`src/rtl/vga_rx_pkg.sv`:
```
// Shared lock-FSM state, default 640x480 geometry and CRC constants for the VGA sink decoder.
// Pure declarations and a helper function: no latency or backpressure of its own.
package vga_rx_pkg;

  typedef enum logic [1:0] {
    ST_UNLOCKED = 2'd0,
    ST_ACQUIRE  = 2'd1,
    ST_LOCKED   = 2'd2
  } lock_state_t;

  localparam int DEF_H_VISIBLE = 640;
  localparam int DEF_H_FRONT   = 16;
  localparam int DEF_H_SYNC    = 96;
  localparam int DEF_H_BACK    = 48;
  localparam int DEF_V_VISIBLE = 480;
  localparam int DEF_V_FRONT   = 10;
  localparam int DEF_V_SYNC    = 2;
  localparam int DEF_V_BACK    = 33;

  localparam int H_TOTAL = DEF_H_VISIBLE + DEF_H_FRONT + DEF_H_SYNC + DEF_H_BACK;
  localparam int V_TOTAL = DEF_V_VISIBLE + DEF_V_FRONT + DEF_V_SYNC + DEF_V_BACK;
  localparam int H_START = DEF_H_SYNC + DEF_H_BACK;
  localparam int V_START = DEF_V_SYNC + DEF_V_BACK;

  // Counters park here out of reset so the first sync edge is not judged.
  localparam logic [9:0] POS_MAX = 10'h3FF;

  localparam logic [15:0] CRC_POLY = 16'h1021;
  localparam logic [15:0] CRC_INIT = 16'hFFFF;

  // One byte of CRC-16-CCITT, data MSB first, no reflection.
  function automatic logic [15:0] crc16_byte(input logic [15:0] crc, input logic [7:0] data);
    logic [15:0] c;
    logic        fb;
    c = crc;
    for (int i = 7; i >= 0; i--) begin
      fb = c[15] ^ data[i];
      c  = {c[14:0], 1'b0} ^ (fb ? CRC_POLY : 16'h0000);
    end
    return c;
  endfunction

endpackage

```
`src/rtl/vga_rx_crc16.sv`:
```
// Running CRC-16-CCITT over 24-bit pixels, three bytes (MSB first) folded per enabled clk.
// Result visible 1 clk after the enable; init wins over en; no backpressure.
module vga_rx_crc16
  import vga_rx_pkg::*;
(
  input  logic        clk,
  input  logic        reset,
  input  logic        init,
  input  logic        en,
  input  logic [23:0] data,
  output logic [15:0] crc
);

  logic [15:0] crc_nxt;

  always_comb begin
    crc_nxt = crc16_byte(crc, data[23:16]);
    crc_nxt = crc16_byte(crc_nxt, data[15:8]);
    crc_nxt = crc16_byte(crc_nxt, data[7:0]);
  end

  always_ff @(posedge clk or posedge reset) begin
    if (reset) begin
      crc <= CRC_INIT;
    end else if (init) begin
      crc <= CRC_INIT;
    end else if (en) begin
      crc <= crc_nxt;
    end
  end

endmodule

```
`src/rtl/vga_rx_decoder.sv`:
```
// VGA sink: syncs, counts, checks timing and locks; pixels out 1 clk after the processing strobe (syncs/RGB lag pins 2 strobes).
// No backpressure: all state holds between vga_clk strobes. Optional frame CRC under VGA_RX_CRC_EN.
module vga_rx_decoder
  import vga_rx_pkg::*;
#(
  parameter int H_VISIBLE       = DEF_H_VISIBLE,
  parameter int H_FRONT         = DEF_H_FRONT,
  parameter int H_SYNC          = DEF_H_SYNC,
  parameter int H_BACK          = DEF_H_BACK,
  parameter int V_VISIBLE       = DEF_V_VISIBLE,
  parameter int V_FRONT         = DEF_V_FRONT,
  parameter int V_SYNC          = DEF_V_SYNC,
  parameter int V_BACK          = DEF_V_BACK,
  parameter bit SYNC_ACTIVE_LOW = 1'b1
) (
  input  logic        clk,
  input  logic        reset,
  input  logic        vga_clk,
  input  logic        hor_sync,
  input  logic        ver_sync,
  input  logic [7:0]  red,
  input  logic [7:0]  green,
  input  logic [7:0]  blue,
  output logic        pixel_valid,
  output logic [9:0]  pixel_x,
  output logic [9:0]  pixel_y,
  output logic [23:0] pixel_rgb,
  output logic        frame_start,
  output logic        locked,
  output logic        timing_err,
  output logic [15:0] frame_crc,
  output logic        frame_crc_valid
);

  localparam int         LINE_LEN    = H_VISIBLE + H_FRONT + H_SYNC + H_BACK;
  localparam int         FRAME_LINES = V_VISIBLE + V_FRONT + V_SYNC + V_BACK;
  localparam logic [9:0] H_LAST      = 10'(LINE_LEN - 1);
  localparam logic [9:0] V_LAST      = 10'(FRAME_LINES - 1);
  localparam logic [9:0] X_FIRST     = 10'(H_SYNC + H_BACK);
  localparam logic [9:0] X_LAST      = 10'(H_SYNC + H_BACK + H_VISIBLE - 1);
  localparam logic [9:0] Y_FIRST     = 10'(V_SYNC + V_BACK);
  localparam logic [9:0] Y_LAST      = 10'(V_SYNC + V_BACK + V_VISIBLE - 1);
  localparam logic       SYNC_IDLE   = SYNC_ACTIVE_LOW;

  logic [1:0]  hs_pipe, vs_pipe;
  logic        hs_prev, vs_prev;
  logic [23:0] rgb_d1, rgb_d2;
  logic        hs_act, vs_act, hs_edge, vs_edge;
  logic [9:0]  h_pos, v_pos, h_nxt, v_nxt;
  logic        h_err, v_err, err_seen;
  logic        in_window, pix_hit, tim_err_nxt;
  lock_state_t state, state_nxt;

  // Pin levels re-timed on strobes only; RGB rides the same two stages.
  always_ff @(posedge clk or posedge reset) begin
    if (reset) begin
      hs_pipe <= {2{SYNC_IDLE}};
      vs_pipe <= {2{SYNC_IDLE}};
      hs_prev <= 1'b0;
      vs_prev <= 1'b0;
      rgb_d1  <= '0;
      rgb_d2  <= '0;
    end else if (vga_clk) begin
      hs_pipe <= {hs_pipe[0], hor_sync};
      vs_pipe <= {vs_pipe[0], ver_sync};
      hs_prev <= hs_act;
      vs_prev <= vs_act;
      rgb_d1  <= {red, green, blue};
      rgb_d2  <= rgb_d1;
    end
  end

  assign hs_act  = hs_pipe[1] ^ SYNC_ACTIVE_LOW;
  assign vs_act  = vs_pipe[1] ^ SYNC_ACTIVE_LOW;
  assign hs_edge = vga_clk & hs_act & ~hs_prev;
  assign vs_edge = vga_clk & vs_act & ~vs_prev;

  // A saturated counter means "no reference yet", so it never raises an error.
  assign h_err = hs_edge && (h_pos != H_LAST) && (h_pos != POS_MAX);
  assign v_err = vs_edge && (v_pos != V_LAST) && (v_pos != POS_MAX);

  always_comb begin
    h_nxt = h_pos;
    v_nxt = v_pos;
    if (vga_clk) begin
      if (hs_edge) begin
        h_nxt = '0;
      end else if (h_pos != POS_MAX) begin
        h_nxt = h_pos + 10'd1;
      end
      if (vs_edge) begin
        v_nxt = '0;
      end else if (hs_edge && (v_pos != POS_MAX)) begin
        v_nxt = v_pos + 10'd1;
      end
    end
  end

  always_comb begin
    state_nxt   = state;
    tim_err_nxt = 1'b0;
    case (state)
      ST_UNLOCKED: begin
        if (vs_edge) state_nxt = ST_ACQUIRE;
      end
      ST_ACQUIRE: begin
        if (vs_edge && !(err_seen || h_err || v_err)) state_nxt = ST_LOCKED;
      end
      ST_LOCKED: begin
        if (h_err || v_err) begin
          state_nxt   = ST_UNLOCKED;
          tim_err_nxt = 1'b1;
        end
      end
      default: state_nxt = ST_UNLOCKED;
    endcase
  end

  // err_seen covers the frame in progress; each vsync edge starts a fresh record.
  always_ff @(posedge clk or posedge reset) begin
    if (reset) begin
      state    <= ST_UNLOCKED;
      h_pos    <= POS_MAX;
      v_pos    <= POS_MAX;
      err_seen <= 1'b0;
    end else begin
      state <= state_nxt;
      h_pos <= h_nxt;
      v_pos <= v_nxt;
      if (vs_edge) begin
        err_seen <= 1'b0;
      end else if (h_err || v_err) begin
        err_seen <= 1'b1;
      end
    end
  end

  assign in_window = (h_nxt >= X_FIRST) && (h_nxt <= X_LAST) &&
                     (v_nxt >= Y_FIRST) && (v_nxt <= Y_LAST);
  assign pix_hit   = vga_clk && (state_nxt == ST_LOCKED) && in_window;
  assign locked    = (state == ST_LOCKED);

  always_ff @(posedge clk or posedge reset) begin
    if (reset) begin
      pixel_valid <= 1'b0;
      pixel_x     <= '0;
      pixel_y     <= '0;
      pixel_rgb   <= '0;
      frame_start <= 1'b0;
      timing_err  <= 1'b0;
    end else begin
      pixel_valid <= pix_hit;
      frame_start <= vs_edge;
      timing_err  <= tim_err_nxt;
      if (pix_hit) begin
        pixel_x   <= h_nxt - X_FIRST;
        pixel_y   <= v_nxt - Y_FIRST;
        pixel_rgb <= rgb_d2;
      end
    end
  end

`ifdef VGA_RX_CRC_EN
  logic [15:0] crc_run;
  logic        crc_frame_ok;

  vga_rx_crc16 u_crc (
    .clk   (clk),
    .reset (reset),
    .init  (vs_edge),
    .en    (pix_hit),
    .data  (rgb_d2),
    .crc   (crc_run)
  );

  // Only a frame that started and ended in LOCKED gets its CRC reported.
  always_ff @(posedge clk or posedge reset) begin
    if (reset) begin
      frame_crc       <= '0;
      frame_crc_valid <= 1'b0;
      crc_frame_ok    <= 1'b0;
    end else begin
      frame_crc_valid <= 1'b0;
      if (vs_edge) begin
        if (crc_frame_ok && (state_nxt == ST_LOCKED)) begin
          frame_crc       <= crc_run;
          frame_crc_valid <= 1'b1;
        end
        crc_frame_ok <= (state_nxt == ST_LOCKED);
      end else if (state_nxt != ST_LOCKED) begin
        crc_frame_ok <= 1'b0;
      end
    end
  end
`else
  assign frame_crc       = '0;
  assign frame_crc_valid = 1'b0;
`endif

endmodule

```
`config.mk`:
```
export PLATFORM = sky130hd
export DESIGN_NAME = vga_rx_decoder
export DESIGN_NICKNAME = d
export VERILOG_FILES = /design/src/rtl/vga_rx_pkg.sv /design/src/rtl/vga_rx_crc16.sv /design/src/rtl/vga_rx_decoder.sv
export SDC_FILE = /design/constraint.sdc
export NUM_CORES = 1
export LEC_CHECK = 0
export ABC_CLOCK_PERIOD_IN_PS = 7900
export BUFFER_PORTS_ARGS = -buffer_cell sky130_fd_sc_hd__buf_4
export CELL_PAD_IN_SITES_DETAIL_PLACEMENT = 1
export CELL_PAD_IN_SITES_GLOBAL_PLACEMENT = 1
export CORE_MARGIN = 8
export CORE_UTILIZATION = 45
export DETAILED_ROUTE_END_ITERATION = 8
export PLACE_DENSITY_LB_ADDON = 0.12
export SLEW_MARGIN = 20
export SYNTH_ARGS = -nofsm -noshare
export SYNTH_HDL_FRONTEND = slang
export SYNTH_HIERARCHICAL = 1
export SYNTH_SLANG_ARGS = --single-unit
```
`constraint.sdc`:
```
create_clock -name clk -period 7.9 [get_ports clk]
set_input_delay 0.395 -clock clk [delete_from_list [all_inputs] [get_ports clk]]
set_output_delay 0.395 -clock clk [all_outputs]
set_load 0.01 [all_outputs]
```
==> run metrics, run 1 <==
final worst path period share=0.580; post-route ant nets=0; Die Span Y=130 um; Comb pwr share=0.119; Placer Congestion=between 0.8 and 0.9; post-CTS setup buffer count=0; Synth top area share=0.427; Post-route DRC=0; final hold vios=0; Crit Reg-Reg Endpoint=pixel_y[5]$_DFFE_PP0P_; Critical Path Slowest Stage Cell=nand3_4; Synthesis Warnings=6; clk sinks=~120; CTS resizes=0; post-synthesis async set-or-reset flop share=1.00; predominant post-synthesis flop cell=dfrtp_1; hold_ws=~0.091 ns; Seq/Total Area, Yosys=0.535; cell taking the most area after synthesis=dfrtp_1; Layout Nets=558; CTS Buf Count=17; GR Util All Layers=0.167; Crit Reg-Reg Startpoint=h_pos[1]$_DFF_PP1_; VDD IR max=about 0.13 mV; CP most frequent cell=ha_1; Max Slew Vio Count=0; Area Growth Syn to Fin=21.0%; outcome=completed; Setup crit end kind=flop; clock network power share=0.454; Post-DP Area=6480 um^2; Avg WL per Cell=18.6 um; RSZ-0062 raised after global routing=no; Setup violations, final=0; first-pass GRT wire length=21.8 mm; r2r setup slk=3.32 ns; CTS Hold Bufs=0; largest cells by area after synthesis=dfrtp_1, mux2_2, dfstp_2, mux2_4, buf_4; switching share of power=0.252; Root Buffer=clkbuf_16; critical path cell sequence=ha_1, nand4_1, o31ai_1, nor4_1, o21ai_0, ha_1, nor3b_1, a211oi_1, nor4_2, nand3_4, mux2_4; Final Instance Area=a little over 7000 um^2; n_diodes=0; drt via density=5.24; initial core utilization=0.462; reg2reg path depth=11; Slew @ Worst Pin=between 0.9 and 1 ns; total gr overflow=0; Initial DRT Pass Iterations=4; Required @ worst endpoint=8.19 ns; max-cap viol count=0; Pint=1.32 mW; critical path class=flop to flop; PortBufs=76; initial antenna violation count=0; #FFs+latches synth=124; Die Wd=130 um; pwr dens=approximately 250 nW/um^2; H-tree lvl count=4; clk slew on worst S/H paths=0.06 ns; Tmin final=approximately 4.6 ns; Multi-input gate area=about 2500 um^2; Fmax=218 MHz; clock skew=0.00788 ns; Clock Latency Late Sink=0.42 ns; CTS tree=yes; Cell Area, Synth=slightly below 6000 um^2; Mapped Cells=approximately 450; # fillers=1276; placed wire-length estimate=8.50 mm; layout cells sized above 1=0.452; syn avg cell area=13.1 um^2; pin count of the biggest net entering global routing=71; startpoint types=flop; Core Footprint=12700 um^2; EDFF count, synth=0; switching power=approximately 0.45 mW; num rows=41; vias after detailed routing=3703; crit-path max FO=between 40 and 50; Hold WC Path Type=input pin to asynchronous set/reset pin; Setup crit start=h_pos[1]$_DFF_PP1_; slowest stage delay, CP=0.74 ns; setup total negative slack=0 ns; leak pwr=3.45 nW; Reg area=approximately 3100 um^2; Max clock buf depth=2; Iter 0 DRT Violations=between 200 and 250; Distinct cells, synth=63; Crit path arrival time=4.87 ns; Slew HR=0.378; final wirelength=13.2 mm; vias in the first global route=between 4000 and 5000; sequential share of power=0.427; IO Count=94; crit path to=pixel_y[5]$_DFFE_PP0P_; die area=16900 um^2
## cell type report
type / count / area share
Multi-Input combinational cell: 286 / 0.351
Inverter: 16 / 0.00882
Tap cell: 172 / 0.0303
Sequential cell: 124 / 0.442
Timing Repair Buffer: 77 / 0.0815
Clock buffer: 22 / 0.0669
Clock inverter: 10 / 0.0194
## power groups by stage
stage          clock network (mW)  registers (mW)  logic [mW]
3_5_place_dp                    0           0.762       0.211
5_1_grt                     0.847           0.762       0.234
3_3_place_gp                    0           0.757       0.202
6_report                    0.804           0.754       0.210
2_1_floorplan                   0           0.741       0.172
4_1_cts                     0.823           0.754       0.214
## critical path: cells and delay by family (launching register included)
family          cells  cell delay, ns
compound gates      3            1.19
fa+ha+maj           2            0.49
flops               1            0.56
mux                 1            0.56
simple gates        5            1.62
## kinds of logic (layout without fill, tap and decap cells)
group	Yosys count	in the layout	synth area share
multiplexers	101	101	0.216
AO/OA/AOI/OAI	53	53	0.0641
AND/OR/NAND/NOR	93	93	0.0965
flip-flops	124	124	0.535
other	1	17	0.000640
XOR/XNOR	15	15	0.0224
buffers and inverters	53	125	0.0504
adder cells (fa/ha/maj)	7	7	0.0149
## cell usage in the layout, fill, tap and decap left out, types with 3 or more instances in the layout
master | synthesis | final
clkbuf_16 | 0 | 17
nor2_1 | 12 | 12
a211oi_1 | 5 | 5
bufinv_16 | 0 | 3
o21ai_0 | 9 | 9
conb_1 | 1 | 17
buf_4 | 17 | 77
a31oi_1 | 6 | 6
mux2_4 | 37 | 37
nor3_1 | 8 | 8
dfrtp_1 | 100 | 100
nand3_1 | 10 | 10
mux2i_1 | 7 | 7
and3_1 | 4 | 4
and2_1 | 5 | 5
mux2_2 | 57 | 57
clkbuf_8 | 0 | 3
or3_1 | 4 | 4
nand2b_1 | 6 | 6
nand4_1 | 4 | 4
inv_1 | 16 | 15
xnor2_1 | 4 | 4
nand2_1 | 16 | 16
o31a_1 | 3 | 3
dfstp_2 | 24 | 24
a21oi_1 | 10 | 10
clkinv_2 | 0 | 3
or2_2 | 3 | 3
ha_1 | 7 | 7
o31ai_1 | 4 | 4
xor2_1 | 11 | 11
## through the flow
step / setup slack, ns / instances / total power [mW] / utilization
after floorplan: 4.25 / 463 / 0.913 / -
after global placement: 2.87 / 675 / 0.959 / 0.511
after detailed placement: 2.86 / 675 / 0.973 / 0.511
after CTS: 3.27 / 707 / 1.79 / 0.560
after global routing: 2.82 / 707 / 1.84 / 0.560
final: 3.32 / 707 / 1.77 / 0.560
## worst min path at each step
| stage | cells past startpoint | end | slack (ns) | from |
|---|---|---|---|---|
| after CTS | 2 | rgb_d1[20]$_DFFE_PP0P_ | 0.12 | reset |
| after floorplan | 1 | state[0]$_DFF_PP0_ | 0.43 | state[1]$_DFF_PP0_ |
| after global routing | 2 | rgb_d1[20]$_DFFE_PP0P_ | 0.16 | reset |
| after global placement | 1 | state[0]$_DFF_PP0_ | 0.46 | state[1]$_DFF_PP0_ |
| final | 2 | rgb_d1[20]$_DFFE_PP0P_ | 0.09 | reset |
| after detailed placement | 1 | state[0]$_DFF_PP0_ | 0.46 | state[1]$_DFF_PP0_ |
## sequential cells by signal, summed over array words and instances, names as in the netlist
name	flops
v_pos	10
hs_prev	1
h_pos	10
frame_start	1
hs_pipe	2
err_seen	1
rgb_d2	24
pixel_x	10
vs_prev	1
timing_err	1
state	2
pixel_y	10
rgb_d1	24
pixel_valid	1
pixel_rgb	24
vs_pipe	2
## synthesized netlist by cell type (3+ instances only)
cell type and instances:
dfstp_2 24, buf_6 4, o31ai_1 4, o21ai_0 9
and3_1 4, mux2i_1 7, inv_1 16, mux2_4 37
clkbuf_1 12, xnor2_1 4, or2_2 3, a31oi_1 6
buf_4 17, xor2_1 11, mux2_2 57, nand2_1 16
ha_1 7, o31a_1 3, a21oi_1 10, nand2b_1 6
nand4_1 4, dfrtp_1 100, or3_1 4, nand3_1 10
nor3_1 8, nor2_1 12, and2_1 5, a211oi_1 5
## per-layer routing
layer  track usage  up-vias  routed length, um
li1              -     1705                  -
met1         0.208     1886               5870
met2         0.268       89               6430
met3        0.0457       23                641
met4        0.0690        0                236
met5             0        -                  0
Note: power is estimated with default switching activity, not from simulation.
==> inputs of run 2 (changes only) <==
--- a/config.mk
+++ b/config.mk
@@ -5,12 +5,13 @@
 export SDC_FILE = /design/constraint.sdc
 export NUM_CORES = 1
 export LEC_CHECK = 0
-export ABC_CLOCK_PERIOD_IN_PS = 7900
+export ABC_AREA = 1
+export ABC_CLOCK_PERIOD_IN_PS = 3900
 export BUFFER_PORTS_ARGS = -buffer_cell sky130_fd_sc_hd__buf_4
 export CELL_PAD_IN_SITES_DETAIL_PLACEMENT = 1
 export CELL_PAD_IN_SITES_GLOBAL_PLACEMENT = 1
 export CORE_MARGIN = 8
-export CORE_UTILIZATION = 45
+export CORE_UTILIZATION = 38
 export DETAILED_ROUTE_END_ITERATION = 8
 export PLACE_DENSITY_LB_ADDON = 0.12
 export SLEW_MARGIN = 20
==> constraint.sdc (replaced) <==
create_clock -name clk -period 3.9 [get_ports clk]
set_input_delay 0.195 -clock clk [delete_from_list [all_inputs] [get_ports clk]]
set_output_delay 0.195 -clock clk [all_outputs]
set_load 0.01 [all_outputs]
==> run 2 against run 1 <==
The run now ends with negative hold slack left. Critical path depth increased by 8. Global-route usage increased by 0.65 points. Clock-buffer cell count decreased by 4. Highest routed layer unchanged. Critical endpoint is now pixel_x[3]$_DFFE_PP0P_. Sequential power increased by 100%. Worst setup slack got worse by 2.7 ns. Sequential cell count unchanged. First-iteration DRC count decreased by 6.2%.
==> run metrics, run 2 <==
outcome=complete, but fails checks (was completed); failing checks=negative hold slack; layout cells sized above 1=0.183 (was 0.452); predominant post-synthesis flop cell=dfrtp_1 (unchanged); Core Footprint=16300 um^2 (was 12700 um^2); most common cell after layout, fill and taps aside=nand2_1 (was dfrtp_1); Crit Reg-Reg Endpoint=pixel_x[3]$_DFFE_PP0P_ (was pixel_y[5]$_DFFE_PP0P_); die area=20800 um^2 (was 16900 um^2); post-route ant nets=0 (unchanged); met3 wire len=671 um (was 641 um); Crit path arrival time=3.62 ns (was 4.87 ns); initial core utilization=0.382 (was 0.462); initial antenna violation count=0 (unchanged); n_diodes=0 (unchanged); hold_ws=-0.0357 ns (was 0.0910 ns); Clock Latency Late Sink=0.43 ns (was 0.42 ns); Mapped Cells=779 (was 447); H-tree lvl count=4 (unchanged); Max Slew Vio Count=0 (unchanged); Post-Layout Cell Count=1110 (was 707); Iter 0 DRT Violations=196 (was 209); DP Cell Count=1056 (was 675); total gr overflow=0 (unchanged); Slew @ Worst Pin=0.898 ns (was 0.933 ns); post-synthesis async set-or-reset flop share=1.00 (unchanged); Seq/Total Area, Yosys=0.502 (was 0.535); Routed met2 length=8.47 mm (was 6.43 mm); placed wire-length estimate=11.6 mm (was 8.50 mm); Initial DRT Pass Iterations=4 (unchanged); Area Growth Syn to Fin=24.8% (was 21.0%); reg2reg path depth=19 (was 11); vias in the first global route=5712 (was 4173); num rows=47 (was 41); r2r setup slk=0.64 ns (was 3.32 ns); fin util=0.477 (was 0.560); Max clock buf depth=2 (unchanged); VDD IR max=0.327 mV (was 0.134 mV); Final Instance Area=7790 um^2 (was 7090 um^2); Setup crit end kind=flop (unchanged); PortBufs=76 (unchanged); pin count of the biggest net entering global routing=74 (was 71); Synthesis Warnings=6 (unchanged); cell taking the most area after synthesis=dfrtp_1 (unchanged); post-CTS setup buffer count=0 (unchanged); # fillers=2004 (was 1276); most frequent cell after synthesis=nand2_1 (was dfrtp_1); Highest Signal Layer=met4 (unchanged); startpoint types=flop (unchanged); max-cap viol count=0 (unchanged); IO Count=94 (unchanged); Synth top area share=0.401 (was 0.427); RSZ-0062 raised after global routing=no (unchanged); Avg WL per Cell=15.0 um (was 18.6 um); EDFF count, synth=0 (unchanged); leak pwr=3.87 nW (was 3.45 nW); crit-path max FO=27 (was 45); pwr dens=483 nW/um^2 (was 249 nW/um^2); Distinct cells, synth=29 (was 63); first-pass GRT wire length=28.2 mm (was 21.8 mm); setup total negative slack=0 ns (unchanged); top cells by count, synth=nand2_1, inv_1, dfrtp_1 (was dfrtp_1, mux2_2, mux2_4); Tmin final=3.26 ns (was 4.58 ns); Layout Nets=913 (was 558); setup ws final=0.636 ns (was 3.32 ns); critical path class=flop to flop (unchanged); CTS tree=yes (unchanged); Crit Reg-Reg Startpoint=h_pos[0]$_DFF_PP1_ (was h_pos[1]$_DFF_PP1_); final hold vios=50 (was 0); vias after detailed routing=5169 (was 3703); CTS resizes=0 (unchanged); #FFs+latches synth=124 (unchanged); Reg area=3130 um^2 (unchanged); largest cells by area after synthesis=dfrtp_1, nand2_1, dfstp_2, inv_1, o21bai_1 (was dfrtp_1, mux2_2, dfstp_2, mux2_4, buf_4); clk slew on worst S/H paths=0.06 ns (about the same); Multi-input gate area=2440 um^2 (was 2490 um^2); Root Buffer=clkbuf_16 (unchanged); Placer Congestion=0.830 (was 0.841); Die Span Y=144 um (was 130 um); Post-route DRC=0 (unchanged); final wirelength=16.6 mm (was 13.2 mm); Slew HR=0.401 (was 0.378); Hold WC Path Type=input pin to asynchronous set/reset pin (unchanged); syn avg cell area=8.02 um^2 (was 13.1 um^2); Fmax=306 MHz (was 218 MHz); CTS Hold Bufs=22 (was 0); most frequent cells in the layout=nand2_1, inv_1, dfrtp_1, buf_4, o21ai_0 (was dfrtp_1, buf_4, mux2_2, mux2_4, dfstp_2); drt via density=4.66 (was 5.24); biggest regs=pixel_rgb: 24 flops, rgb_d1: 24 flops, rgb_d2: 24 flops (unchanged); Setup violations, final=0 (unchanged); WL met1=7.20 mm (was 5.87 mm); clk sinks=124 (unchanged); GR Util All Layers=0.173 (was 0.167); final worst path period share=0.837 (was 0.580); Post-DP Area=6980 um^2 (was 6480 um^2); Setup WS pre-CTS=0.600 ns (was 2.86 ns); CTS Buf Count=17 (unchanged); Final Power=3.76 mW (was 1.77 mW); clock skew=0.00973 ns (was 0.00788 ns); Required @ worst endpoint=4.26 ns (was 8.19 ns); Cell Area, Synth=6240 um^2 (was 5860 um^2); Die Wd=144 um (was 130 um)
-- run 2: changes by cell type after synthesis, sizes merged, moves of 6 or more --
cell    change
o21ai      +50
o21bai     +44
mux2i       -7
inv       +113
a211oi      -6
nand2b      -6
a21oi       -7
and2        -7
mux2       -94
nand2     +240
nor2       +37
nand3      +29
-- run 2: layout make-up --
type                       instances  share of cell area
clock buffer                      18              0.0564
tap                              220              0.0353
multi-input combinational        499               0.313
sequential                       124               0.402
clock inverter                    14              0.0202
timing repair buffer             106               0.111
inverter                         129              0.0625
-- run 2: power by group --
group | internal [mW] | switching (mW) | total [mW] | leakage, nW
registers | 1.43 | 0.0849 | 1.52 | 1.33
logic | 0.218 | 0.421 | 0.639 | 2.25
clock network | 0.968 | 0.638 | 1.61 | 0.284
-- run 2: worst max-delay path by stage --
stage                                  start                endpoint  slack (ns)  depth (start not counted)
after floorplan                        reset    err_seen$_DFFE_PP0P_        0.45                          1
after global placement    h_pos[0]$_DFF_PP1_  pixel_x[0]$_DFFE_PP0P_        0.68                         19
after detailed placement  h_pos[0]$_DFF_PP1_  pixel_x[5]$_DFFE_PP0P_        0.60                         19
after CTS                 h_pos[0]$_DFF_PP1_  pixel_x[5]$_DFFE_PP0P_        0.57                         19
after global routing      v_pos[0]$_DFF_PP1_  pixel_y[0]$_DFFE_PP0P_        0.32                         17
final                     h_pos[0]$_DFF_PP1_  pixel_x[3]$_DFFE_PP0P_        0.64                         19
-- run 2: cell families (layout without fill, tap and decap cells) --
group / after synthesis / count (layout) / share of synthesized area
compound gates: 107 / 107 / 0.104
fa+ha+maj: 7 / 7 / 0.0140
flops: 124 / 124 / 0.502
other cells: 1 / 17 / 0.000601
buf+inv: 172 / 267 / 0.118
simple gates: 360 / 360 / 0.251
xor+xnor: 8 / 8 / 0.0112
-- run 2: critical path: stages, from the launching register on --
cell and delay [ns]:
dfstp_2 0.57, ha_1 0.22, nand2_1 0.11, nor2_4 0.16, nand3_4 0.15, nand2_1 0.15, inv_1 0.08, nand4_1 0.07
nand3_1 0.18, ha_1 0.27, nand3_1 0.16, nand2_1 0.07, nand2_1 0.08, nor2_1 0.05, nand2_1 0.11, nand3_4 0.11
nor2_8 0.28, buf_12 0.23, nand2_1 0.07, nand2_1 0.07
-- run 2: metal layers --
layer  vias to the layer above  track usage
met5                         -            0
met4                         0       0.0712
met3                        22       0.0409
met2                        87        0.307
met1                      2502        0.196
li1                       2558            -
